## src/rtl/timer_dev_pkg.sv

```systemverilog
// rtl/timer_dev_pkg.sv - shared encodings for the timer: FSM states, register map, CTRL fields
package timer_dev_pkg;

   typedef enum logic [1:0] {
      ST_IDLE = 2'd0,
      ST_LOAD = 2'd1,
      ST_CNT  = 2'd2,
      ST_INT  = 2'd3
   } timer_state_e;

   // Word addresses (bus addr[3:2]); the cpu-side bridge decodes with these too
   localparam logic [1:0] ADDR_CTRL   = 2'd0;
   localparam logic [1:0] ADDR_PRESET = 2'd1;
   localparam logic [1:0] ADDR_COUNT  = 2'd2;
   localparam logic [1:0] ADDR_UNUSED = 2'd3;

   localparam int CTRL_EN      = 0;
   localparam int CTRL_MODE_LO = 1;
   localparam int CTRL_MODE_HI = 2;
   localparam int CTRL_IM      = 3;
   localparam int CTRL_W       = 4;

   localparam logic [1:0] MODE_ONESHOT    = 2'b00;
   localparam logic [1:0] MODE_AUTORELOAD = 2'b01;

   // Codes 10/11 behave as one-shot, so only 01 selects reload
   function automatic logic mode_is_reload(input logic [1:0] mode);
      return mode == MODE_AUTORELOAD;
   endfunction

endpackage

```

## src/rtl/timer_dev.sv

```systemverilog
// rtl/timer_dev.sv - programmable down-counter with one-shot / auto-reload modes and maskable irq
module timer_dev
   import timer_dev_pkg::*;
(
   input  logic        clk,
   input  logic        reset,
   input  logic [1:0]  addr,
   input  logic        we,
   input  logic [31:0] din,
   output logic [31:0] dout,
   output logic        irq
);

   timer_state_e      state_q, state_d;
   logic [CTRL_W-1:0] ctrl_q, ctrl_d;
   logic [31:0]       preset_q, preset_d;
   logic [31:0]       count_q, count_d;
   logic              pending_q, pending_d;

   logic ctrl_en;
   logic wr_ctrl;
   logic wr_preset;

   assign ctrl_en   = ctrl_q[CTRL_EN];
   assign wr_ctrl   = we && (addr == ADDR_CTRL);
   assign wr_preset = we && (addr == ADDR_PRESET);

   always_comb begin
      state_d   = state_q;
      ctrl_d    = ctrl_q;
      preset_d  = preset_q;
      count_d   = count_q;
      pending_d = pending_q;

      case (state_q)
         ST_IDLE: begin
            if (ctrl_en) begin
               state_d = ST_LOAD;
            end
         end
         ST_LOAD: begin
            count_d = preset_q;
            state_d = ST_CNT;
         end
         ST_CNT: begin
            if (!ctrl_en) begin
               state_d = ST_IDLE;
            end else if (count_q != 32'd0) begin
               count_d = count_q - 32'd1;
            end else begin
               state_d   = ST_INT;
               pending_d = 1'b1;
            end
         end
         ST_INT: begin
            if (mode_is_reload(ctrl_q[CTRL_MODE_HI:CTRL_MODE_LO])) begin
               pending_d = 1'b0;
               state_d   = ST_LOAD;
            end else begin
               ctrl_d[CTRL_EN] = 1'b0;
               state_d         = ST_IDLE;
            end
         end
         default: begin
            state_d = ST_IDLE;
         end
      endcase

      // Bus writes come last so they override the FSM's own CTRL/pending updates
      if (wr_ctrl) begin
         ctrl_d    = din[CTRL_W-1:0];
         pending_d = 1'b0;
      end
      if (wr_preset) begin
         preset_d  = din;
         pending_d = 1'b0;
      end
   end

   always_ff @(posedge clk) begin
      if (reset) begin
         state_q   <= ST_IDLE;
         ctrl_q    <= '0;
         preset_q  <= '0;
         count_q   <= '0;
         pending_q <= 1'b0;
      end else begin
         state_q   <= state_d;
         ctrl_q    <= ctrl_d;
         preset_q  <= preset_d;
         count_q   <= count_d;
         pending_q <= pending_d;
      end
   end

   always_comb begin
      dout = 32'd0;
      case (addr)
         ADDR_CTRL:   dout = {{(32-CTRL_W){1'b0}}, ctrl_q};
         ADDR_PRESET: dout = preset_q;
         ADDR_COUNT:  dout = count_q;
         ADDR_UNUSED: dout = 32'd0;
         default:     dout = 32'd0;
      endcase
   end

   assign irq = pending_q & ctrl_q[CTRL_IM];

endmodule
```

## config.mk

```make
export PLATFORM = sky130hd
export DESIGN_NAME = timer_dev
export DESIGN_NICKNAME = d
export VERILOG_FILES = /design/src/rtl/timer_dev_pkg.sv /design/src/rtl/timer_dev.sv
export SDC_FILE = /design/constraint.sdc
export NUM_CORES = 1
export LEC_CHECK = 0
export CORE_MARGIN = 2
export CORE_UTILIZATION = 40
export DETAILED_ROUTE_END_ITERATION = 8
export SLEW_MARGIN = 20
export SYNTH_ARGS = -nofsm -noshare
export SYNTH_HDL_FRONTEND = slang
export SYNTH_SLANG_ARGS = --single-unit
export TNS_END_PERCENT = 20
```

## constraint.sdc

```tcl
create_clock -name clk -period 3.44 [get_ports clk]
set_input_delay 0.86 -clock clk [delete_from_list [all_inputs] [get_ports clk]]
set_output_delay 0.86 -clock clk [all_outputs]
set_load 0.01 [all_outputs]
```

==> results of run 1 <==
==> area by class of cell <==
type / instances / area [sq um]
clock buffers: 10 / 138
clock inverters: 6 / 60.1
repair buffers: 91 / 871
fillers: 1054 / 5090
well taps: 136 / 170
multi-input cells: 394 / 2410
inverters: 6 / 22.5
flip-flops and latches: 71 / 1420
==> stage by stage <==
step | setup slack (ns) | cell area (sq um) | std cells
2_1_floorplan | 0.500 | 4140 | 527
3_3_place_gp | 0.0361 | 4860 | 698
3_5_place_dp | -0.0344 | 4860 | 698
4_1_cts | 0.0204 | 5080 | 714
5_1_grt | -0.0299 | 5100 | 714
6_report | 0.0631 | 5100 | 714
==> sequential cells by signal (all words and copies together) (netlist names) <==
register and count:
count_q 32, preset_q 32, ctrl_q 4, state_q 2
pending_q 1
==> layer usage <==
layer | global-route usage, % | vias to the layer above
li1 | - | 2054
met1 | 29.9 | 1948
met2 | 35.3 | 124
met3 | 4.89 | 14
met4 | 6.02 | 0
met5 | 0 | -
==> worst max-delay path: stages <==
cell and delay, ns:
clkdlybuf4s50_1 0.46, buf_4 0.17, nor2b_4 0.14, buf_8 0.17, a22o_1 0.17, clkdlybuf4s50_1 0.53
==> worst max path at each step <==
stage                        from        to  slack [ns]  cells past startpoint
after detailed placement  addr[1]  dout[17]       -0.03                      5
after global placement    addr[0]  dout[18]        0.04                      5
after floorplan           addr[1]  dout[10]        0.50                      5
after global routing      addr[0]   dout[5]       -0.03                      6
after CTS                 addr[1]  dout[17]        0.02                      5
final                     addr[0]  dout[17]        0.06                      6
==> placed cells by master, fill, tap and decap left out, types with 4 or more instances in the layout <==
master / count
a21o_1: 4
a21oi_1: 60
a22o_1: 27
a22oi_1: 5
a31oi_1: 8
and3_1: 6
buf_4: 19
clkbuf_8: 10
clkdlybuf4s50_1: 66
dfxtp_1: 71
inv_1: 6
mux2i_1: 7
nand2_1: 95
nand3_1: 8
nand4_1: 8
nor2_1: 31
nor2b_1: 5
nor3_1: 14
nor4_1: 11
o21ai_0: 10
o311ai_0: 17
o31a_1: 4
o31ai_1: 22
o32ai_2: 5
or4_1: 5
==> cell families after synthesis <==
group / after synthesis / share of synthesized area, %
AO/OA/AOI/OAI: 179 / 30.9
flip-flops: 71 / 34.3
AND/OR/NAND/NOR: 207 / 24.8
multiplexers: 7 / 1.69
buffers and inverters: 62 / 7.97
adder cells (fa/ha/maj): 1 / 0.302
==> repair_timing <==
item	4_1_cts	5_1_grt
cloned	0	0
hold buffers	0	0
gates resized for setup	4	4
setup endpoints to repair	16	29
hold endpoints to repair	0	0
==> where the power goes <==
group	total (mW)	leakage, nW	internal [mW]	switching [mW]
clock network	0.675	0.0981	0.351	0.324
registers	0.849	0.574	0.836	0.0131
logic	0.168	1.12	0.0813	0.0865
total	1.69	1.80	1.27	0.424
==> metrics.yaml, run 1 <==
global_routing:
  grt_usage_pct: 22.0
  antenna_found_initial: 0
  grt_pass1_wl_microns: 20100
  grt_overflow: 0
  grt_max_degree: 63
  grt_pass1_vias: 4013
logic_synthesis:
  netlist-cell-type-count: 59
  async_flop_share_pct: 0
  synthTopCellsByArea: "dfxtp_1, nand2_1, a21oi_1, a22o_1, o31ai_1"
  yosysMostFrequentCell: "nand2_1"
  synth_nets: 565
  synth-main-ff-cell: "dfxtp_1"
  synthCells: 527
  yosys_warnings: 0
  ys_top_cells_by_count: "nand2_1, dfxtp_1, a21oi_1"
  synth_top_cell_area_share_pct: 34.3
  synth-seq-cells: 71
  netlist_area_sq_um: 4140
  yosysTopAreaCell: "dfxtp_1"
  yosysSeqAreaShare_pct: 34.3
  synth_edf_count: 0
  avgSynthCellArea_sq_um: 7.86
clock_network:
  cts.sinks: 71
  cts_max_path_buffers: 2
  cts-root-buf: "clkbuf_8"
  clk_pin_slew_ns: 0.07
  htree_levels: 3
  tritoncts: "yes"
  cts_made_buffers: 9
  post-cts-setup-buffer-count: 0
  worstSkewPairLatency_ns: 0.35
routing:
  num_vias: 4140
  drtIter0Drc: 253
  top_layer: "met4"
  dr_wl_met3_microns: 767
  route.antenna.remaining_nets: 0
  vias_per_cell: 5.80
  drc: 0
  wl_met2_microns: 5570
  wire_per_inst_microns: 16.8
  drtPass1Iterations: 5
  routed_wl_microns: 12000
  met1Wirelength_microns: 5480
setup_path:
  cp-end-kind: "primary output"
  worstReg2RegStart: "count_q[0]"
  rrSetupSlack_ns: 0.77
  critPathKind: "in2out"
  reg2regPathDepth: 7
  critPathRequiredTime_ns: 2.58
  r2r_end: "count_q[20]"
  cp.arrival_ns: 2.52
  cp_max_fo: 16
  cp-start-kind: "input pin"
power:
  p_per_area_nw_per_um2: 332
  max-vdd-ir-drop_uv: 163
  finalPower_mw: 1.69
  p_leak_nw: 1.80
placed_design:
  io_buffers: 69
  hpwlAfterDp_microns: 8070
  gp_congestion: 0.869
floorplan:
  die_area_sq_um: 11200
  fp.dieW_microns: 106
  pin_count: 70
  start_util_pct: 40.7
  core-area_sq_um: 10200
  placementRows: 37
  die_h_microns: 106
sta:
  worstMarginPinSlew_ns: 0.807
  rsz0062_at_grt: "true"
  slew_violations: 0
  fin_crit_ns: 3.38
  fmax_mhz: 296
  maxSlewHeadroom_pct: 46.2
  period_share_pct: 98.2
  setup_viol: 0
  fin_skew_ns: 0.00724
  setup-tns-final_ns: 0
  hold_viol_final: 0
  holdWs_ns: 0.478
run:
  maxCapViolCount: 0
min_path:
  hold_path_depth: 2
  hold_end: "preset_q[13]"
  hold_class: "reg2reg"
  min-delay-start: "preset_q[13]"
finish:
  nNetsFinal: 611
  area_delta_synth_final_pct: 23.0
  diodes: 0
  utilization_pct: 50.0
  drive_gt1_share_pct: 10.4
outcome:
  status: "finished, final reports clean"
No activity file was read; power rests on OpenSTA's default activity.
==> inputs of run 2 (changes only) <==
clock period = 3.3 ns   (was 3.44 ns; I/O delays follow)
==> run 2 against run 1 <==
Compared with the run above:
- the flow now finishes with violations (negative setup slack)
- design area rose by 0.54%
- via count rose by 0.65%
- die area unchanged
- combinational power grew 5%
- cell count stayed put
- global-route usage is 0.090 points lower
- first-iteration DRC count shrank 13%
==> metrics.yaml, run 2 (same netlist as run 1, synthesis figures left out) <==
sta:
  maxSlewHeadroom_pct: 44.4
  fin_crit_ns: 3.32
  worstMarginPinSlew_ns: 0.835
  fmax_mhz: 302
  slew_violations: 0
  hold_viol_final: 0
  setup_viol: 8
  fin_ws_ns: -0.0162
  rsz0062_at_grt: "true"
  fin_skew_ns: 0.0118
  period_share_pct: 100
power:
  max-vdd-ir-drop_uv: 205
  finalPower_mw: 1.82
  p_per_area_nw_per_um2: 355
  p_leak_nw: 1.86
min_path:
  hold_path_depth: 2
  hold_class: "reg2reg"
  min-delay-start: "preset_q[30]"
  hold_end: "preset_q[30]"
finish:
  fill_cells: 1045
  fin_area_sq_um: 5120
  layout_commonest_cell: "nand2_1"
  mostFrequentLayoutCells: "nand2_1, dfxtp_1, clkdlybuf4s50_1"
  nNetsFinal: 612
  reg_top3: "count_q (32), preset_q (32), ctrl_q (4)"
  seqCellArea_sq_um: 1420
  area_delta_synth_final_pct: 23.7
  multi_input_area_sq_um: 2410
  drive_gt1_share_pct: 10.4
  diodes: 0
floorplan:
  start_util_pct: 40.7
  die_h_microns: 106
  core-area_sq_um: 10200
  placementRows: 37
  pin_count: 70
  die_area_sq_um: 11200
  fp.dieW_microns: 106
global_routing:
  grt_overflow: 0
  grt_pass1_wl_microns: 20200
  grt_pass1_vias: 3998
  antenna_found_initial: 0
  grt_usage_pct: 21.9
  grt_max_degree: 69
clock_network:
  tritoncts: "yes"
  htree_levels: 3
  cts_max_path_buffers: 2
  hold_buffers: 0
  clk_pin_slew_ns: 0.08
  worstSkewPairLatency_ns: 0.35
  cts_made_buffers: 9
  cts-root-buf: "clkbuf_8"
  cts.sinks: 71
run:
  maxCapViolCount: 0
setup_path:
  slowest_stage: "clkdlybuf4s50_1"
  slowest_delay_ns: 0.53
  critPathRequiredTime_ns: 2.47
  cp-end-kind: "primary output"
  path_cells: "clkdlybuf4s50_1, buf_4, nor2b_4, buf_8, a22o_1, clkdlybuf4s50_1"
  reg2regPathDepth: 7
  cp_max_fo: 16
  worstReg2RegStart: "count_q[0]"
  cp.arrival_ns: 2.49
  cp_num_buf_inv: 4
  cp_common_cell: "clkdlybuf4s50_1"
  rrSetupSlack_ns: 0.60
  r2r_end: "count_q[20]"
  critPathKind: "in2out"
  cp-start-kind: "input pin"
  critPathTopFamily: "buffers and inverters"
routing:
  num_vias: 4167
  wire_per_inst_microns: 17.0
  drtIter0Drc: 221
  vias_per_cell: 5.84
  drc: 0
  routed_wl_microns: 12100
  route.antenna.remaining_nets: 0
  drtPass1Iterations: 5
outcome:
  violations: "negative setup slack"
  status: "finished, violations left"
placed_design:
  dp_slack_ns: -0.0856
  gp_congestion: 0.858
  io_buffers: 69
  placedInstanceArea_sq_um: 4870
  hpwlAfterDp_microns: 8020
## run 2: cell count changes in the layout (fill, tap and decap cells not counted), sizes merged
cell,change
dlygate4sd2,+1
buf,+1
clkbuf,-1
bufinv,+1
clkinvlp,-1
clkdlybuf4s50,-3
dlymetal6s2s,+2
## run 2: worst register-to-register path: cells and delay by family (launching register included)
family	cells	cell delay (ns)
AO/OA/AOI/OAI	2	0.46
adder cells (fa/ha/maj)	1	0.20
buffers and inverters	1	0.09
flip-flops	1	0.35
AND/OR/NAND/NOR	3	1.46
## run 2: timing repair
action | CTS | global route
resized for setup | 8 | 4
setup buffers | 0 | 0
cloned | 0 | 0
hold endpoints to repair | 0 | 0
endpoints found under the setup margin | 28 | 31
## run 2: worst max path at each step
| stage | from | to | slack, ns | cells past startpoint |
|---|---|---|---|---|
| CTS | addr[0] | dout[22] | 0.001 | 6 |
| global placement | addr[1] | dout[18] | -0.03 | 5 |
| finish | addr[0] | dout[17] | -0.02 | 6 |
| global route | addr[0] | dout[9] | -0.07 | 6 |
| floorplan | addr[1] | dout[10] | 0.43 | 5 |
| detailed placement | addr[1] | dout[22] | -0.09 | 5 |
## run 2: metal layers
| metal | vias up | part of all wire (%) | track usage, % | wire length [microns] |
|---|---|---|---|---|
| met3 | 8 | 5.5 | 4.45 | 673 |
| li1 | 2045 | - | - | - |
| met4 | 0 | 0.89 | 6.39 | 108 |
| met5 | - | 0 | 0 | 0 |
| met2 | 118 | 46 | 35.0 | 5530 |
| met1 | 1996 | 48 | 30.0 | 5820 |
## run 2: layout make-up
type | instances | share of cell area (%)
multi-input cells | 394 | 47.1
flip-flops and latches | 71 | 27.7
repair buffers | 92 | 17.3
well taps | 136 | 3.32
clock buffers | 9 | 2.42
clock inverters | 6 | 1.68
inverters | 6 | 0.439
## run 2: where the power goes
part           internal [mW]  switching (mW)
sequential             0.871          0.0137
combinational         0.0848          0.0915
clock                  0.420           0.340
## run 2: per-stage QoR
stage | instances | utilization, % | hold WS [ns] | TNS [ns]
3_5_place_dp | 699 | 47.8 | 0.463 | -1.27
4_1_cts | 714 | 50.2 | 0.475 | 0
3_3_place_gp | 699 | 47.8 | 0.462 | -0.426
5_1_grt | 714 | 50.3 | 0.501 | -1.31
6_report | 714 | 50.3 | 0.475 | -0.0546
2_1_floorplan | 527 | - | 0.446 | 0
==> inputs of run 3 (changes only) <==
SETUP_SLACK_MARGIN = 0.15   (was not set)
==> run 3 against run 2 <==
Compared with the run above:
- the run now ends clean
- worst hold slack improved by 0.00055 ns
- register-to-register slack improved by 0.02 ns
- non-clock buffer count rose by 1
- global-route usage barely moved
- first-iteration DRC count rose by 14%
- sequential share of layout area fell by 0.34 points
- setup slack improved by 0.27 ns
- largest cell class unchanged
==> metrics.yaml, run 3 (same netlist as run 1, synthesis figures left out) <==
outcome:
  status: "finished, final reports clean"
finish:
  diodes: 0
  nNetsFinal: 613
  drive_gt1_share_pct: 10.5
  layout_commonest_cell: "nand2_1"
  utilization_pct: 50.9
  fill_cells: 1035
  area_delta_synth_final_pct: 25.2
  mostFrequentLayoutCells: "nand2_1, dfxtp_1, a21oi_1"
  fin_area_sq_um: 5190
  reg_top3: "count_q (32), preset_q (32), ctrl_q (4)"
floorplan:
  pin_count: 70
  die_h_microns: 106
  die_area_sq_um: 11200
  start_util_pct: 40.7
  fp.dieW_microns: 106
  core-area_sq_um: 10200
  placementRows: 37
setup_path:
  cp-start-kind: "input pin"
  critPathKind: "in2out"
  worstReg2RegStart: "count_q[0]"
  rrSetupSlack_ns: 0.62
  critPathRequiredTime_ns: 2.47
  cp_max_fo: 16
  cp.arrival_ns: 2.22
  cp-end-kind: "primary output"
  reg2regPathDepth: 7
  r2r_end: "count_q[20]"
min_path:
  min-delay-start: "preset_q[30]"
  hold_class: "reg2reg"
  hold_end: "preset_q[30]"
  hold_path_depth: 2
clock_network:
  cts.sinks: 71
  cts_made_buffers: 9
  worstSkewPairLatency_ns: 0.35
  cts_max_path_buffers: 2
  clk_pin_slew_ns: 0.08
  htree_levels: 3
  cts-root-buf: "clkbuf_8"
  tritoncts: "yes"
placed_design:
  io_buffers: 69
  placedInstanceArea_sq_um: 4870
  hpwlAfterDp_microns: 8020
  dp_slack_ns: -0.0856
  gp_congestion: 0.858
global_routing:
  antenna_found_initial: 0
  grt_pass1_vias: 4004
  grt_usage_pct: 22.0
  grt_pass1_wl_microns: 20200
  grt_max_degree: 69
  grt_overflow: 0
power:
  p_per_area_nw_per_um2: 351
  p_leak_nw: 2.30
  max-vdd-ir-drop_uv: 204
  finalPower_mw: 1.82
sta:
  fmax_mhz: 329
  slew_violations: 0
  rsz0062_at_grt: "false"
  fin_ws_ns: 0.259
  holdWs_ns: 0.476
  period_share_pct: 92.2
  fin_crit_ns: 3.04
  setup_viol: 0
  maxSlewHeadroom_pct: 43.7
  fin_skew_ns: 0.0110
  worstMarginPinSlew_ns: 0.844
  hold_viol_final: 0
routing:
  route.antenna.remaining_nets: 0
  drtIter0Drc: 253
  vias_per_cell: 5.82
  wire_per_inst_microns: 17.0
  routed_wl_microns: 12100
  drtPass1Iterations: 5
  num_vias: 4158
  drc: 0
run:
  maxCapViolCount: 0
-- run 3: cell count changes in the layout (fill, tap and decap cells not counted), sizes merged --
cell | before | now
buf | 24 | 25
dlymetal6s2s | 4 | 26
dlygate4sd2 | 1 | 7
clkdlybuf4s50 | 63 | 35
-- run 3: critical path, cell delays in order --
cell	delay, ns
clkdlybuf4s50_1	0.45
buf_4	0.17
nor2b_4	0.17
buf_12	0.17
a22o_1	0.16
dlygate4sd2_1	0.27
-- run 3: worst max path at each step --
stage / from / endpoint / slack [ns] / depth (start not counted)
2_1_floorplan: addr[1] / dout[10] / 0.43 / 5
3_3_place_gp: addr[1] / dout[18] / -0.03 / 5
3_5_place_dp: addr[1] / dout[22] / -0.09 / 5
4_1_cts: addr[0] / dout[10] / 0.005 / 6
5_1_grt: addr[0] / dout[22] / 0.21 / 6
6_report: addr[0] / dout[17] / 0.26 / 6
-- run 3: layout make-up --
| type | count | area (sq um) | share of cell area (%) |
|---|---|---|---|
| clock buffer | 9 | 124 | 2.39 |
| clock inverter | 6 | 86.3 | 1.66 |
| inverter | 6 | 22.5 | 0.434 |
| multi-input combinational | 394 | 2410 | 46.5 |
| sequential | 71 | 1420 | 27.4 |
| tap | 136 | 170 | 3.28 |
| timing repair buffer | 93 | 950 | 18.3 |
-- run 3: per-stage QoR --
| stage | std cells | setup TNS, ns |
|---|---|---|
| after detailed placement | 699 | -1.27 |
| after floorplan | 527 | 0 |
| final | 715 | 0 |
| after global placement | 699 | -0.426 |
| after CTS | 714 | 0 |
| after global routing | 715 | 0 |
-- run 3: timing repair --
item	4_1_cts	5_1_grt
setup endpoints to repair	32	26
gates resized for setup	16	26
buffers inserted	0	1
hold buffers	0	0
-- run 3: report_power, final --
group,switching [mW],leakage (nW),internal [mW]
Clock,0.340,0.105,0.420
Sequential,0.0136,0.574,0.871
Combinational,0.0918,1.62,0.0853
Total,0.446,2.30,1.38
-- run 3: layer usage --
layer  track usage [%]  share of wire, %  up-vias
met4              6.39              0.89        0
li1                  -                 -     2052
met1              30.1                48     1972
met5                 0                 0        -
met3              4.39               5.6        8
met2              35.1                46      126
==> RTL change, RTL diff (flow settings as in run 1) <==
Make the reset (`reset`) asynchronous in one clocked block.
--- a/src/rtl/timer_dev.sv
+++ b/src/rtl/timer_dev.sv
@@ -77,7 +77,7 @@
       end
    end
 
-   always_ff @(posedge clk) begin
+   always_ff @(posedge clk or posedge reset) begin
       if (reset) begin
          state_q   <= ST_IDLE;
          ctrl_q    <= '0;
Function: differs if reset is asserted again (counterexample within 4 cycles, from zero or initial values and one cycle with reset high); with reset held inactive, the same outputs for 4 cycles.
==> RTL change against run 1 <==
  * Design area grew 4.9%
  * Routed wire length shrank 3.5%
  * Final cell count shrank 13%
  * Sequential cell count is the same
  * Worst setup slack gained 0.0059 ns
  * Area after synthesis grew 1.3%
  * Via count shrank 9.5%
Power is not compared: it rests on default switching activity, and its combinational part moved more than twofold at a synthesized area within 25%.
==> RTL change: results (changes against run 1) <==
met2 demand-to-capacity share in global routing=34.5% (-0.82 points); post-synthesis compound-gate area fraction=27.0% (-3.9 points); Hold Path Stages=1 (-1); Signal buf overhead=17.2% (+0.16 points); instance area after placement=0.00510 mm² (+4.8%); Hold EP=ctrl_q[1]; CP max FO=33 (+17); largest incremental delay on the critical path=0.55 ns (+0.02 ns); ratio of cells with drive above 1 in the final layout=19.5% (+9.2 points); clock network share of area=4.51% (+0.64 points); WL met1=5420 µm (-1.0%); multi-input combinational cell area=0.00221 mm² (-8.5%); number of nets at the end of the flow=519 (-15%); wire length of the first global-routing pass=19200 µm (-4.5%); Arrival @ worst endpoint=2.51 ns (about the same); setup skew after layout=0.0120 ns (+0.00481 ns); number of non-clock inverters in the layout=8 (+2); adder-cell share of the synthesized area=0.298% (-0.0039 points); class of the tightest hold or removal check=reg2reg; met2 wirelength from detailed routing=5380 µm (-3.4%); routed wirelength normalized by instance count=18.6 µm (+11%); routed wire length on met3=598 µm (-22%); mux cell area share after synthesis=10.6% (+8.9 points); pre-CTS setup slack=0.0518 ns (+0.0862 ns); multi-input combinational cell count=295 (-25%); number of instances in the synthesized netlist=415 (-21%); number of vias after detailed routing=3745 (-9.5%); power drawn by the combinational cells=between 1.5 and 2 mW; sequential portion of the cell area=33.2% (+5.3 points); worst hold margin=0.539 ns (+0.0603 ns); Signal buffers=96 (+5.5%); endpoint of the worst register-to-register path=count_q[3]; Clock buffer cells=12 (+2); share of async-settable or async-resettable flops after synthesis=100% (+100 points); maximum operating frequency=297 MHz (+0.18%); Setup crit end=dout[10]; worst rel slew slack=34.5% (-12 points); P&R area growth vs syn=27.4%; launch point of the worst hold path=ctrl_q[1]; total placed cells including tap cells=606 (-13%); maximum number of pins on one net before global-route repair=53 (-16%); Post-synth top flop=sky130_fd_sc_hd__dfrtp_1; Worst-Skew Late Latency=0.35 ns (about the same); sequential share of the synthesized area=42.3% (+8.0 points); result of the run=completed; r2r startpoint=count_q[16]; grt met1 use=28.8% (-1.1 points); gpl congestion=0.846 (-2.7%); total half-perimeter wirelength after legalization and detailed placement=7920 µm (-1.9%); reg-to-reg setup timing slack=0.65 ns (-0.12 ns); total length of routed wires=11600 µm (-3.5%); DRC violation total after the first TritonRoute iteration=216 (-15%); net count after synthesis=453 (-20%); met3 demand-to-capacity share in global routing=4.23% (-0.66 points); power dissipated in sequential cells=~1.5 mW; count of filler cells inserted in the layout=966 (-8.3%)
==> RTL change: cell types whose count changed in the layout (fill, tap and decap cells not counted), moves of 7 or more <==
cell / change
sky130_fd_sc_hd__dfrtp_1: +71
sky130_fd_sc_hd__dfxtp_1: -71
sky130_fd_sc_hd__nand2_1: -67
sky130_fd_sc_hd__a21oi_1: -46
sky130_fd_sc_hd__mux2_2: +35
sky130_fd_sc_hd__o31ai_1: -21
sky130_fd_sc_hd__nor2_1: -19
sky130_fd_sc_hd__o311ai_0: -17
sky130_fd_sc_hd__o221ai_1: +15
sky130_fd_sc_hd__o2bb2ai_1: +14
sky130_fd_sc_hd__o21ai_0: +10
sky130_fd_sc_hd__a22o_1: +9
sky130_fd_sc_hd__nor3_1: +7
==> RTL change: what timing repair did <==
| action | CTS | global route |
|---|---|---|
| hold buffers | 0 | 0 |
| setup endpoints to repair | 0 | 7 |
| gates resized for setup | 0 | 2 |
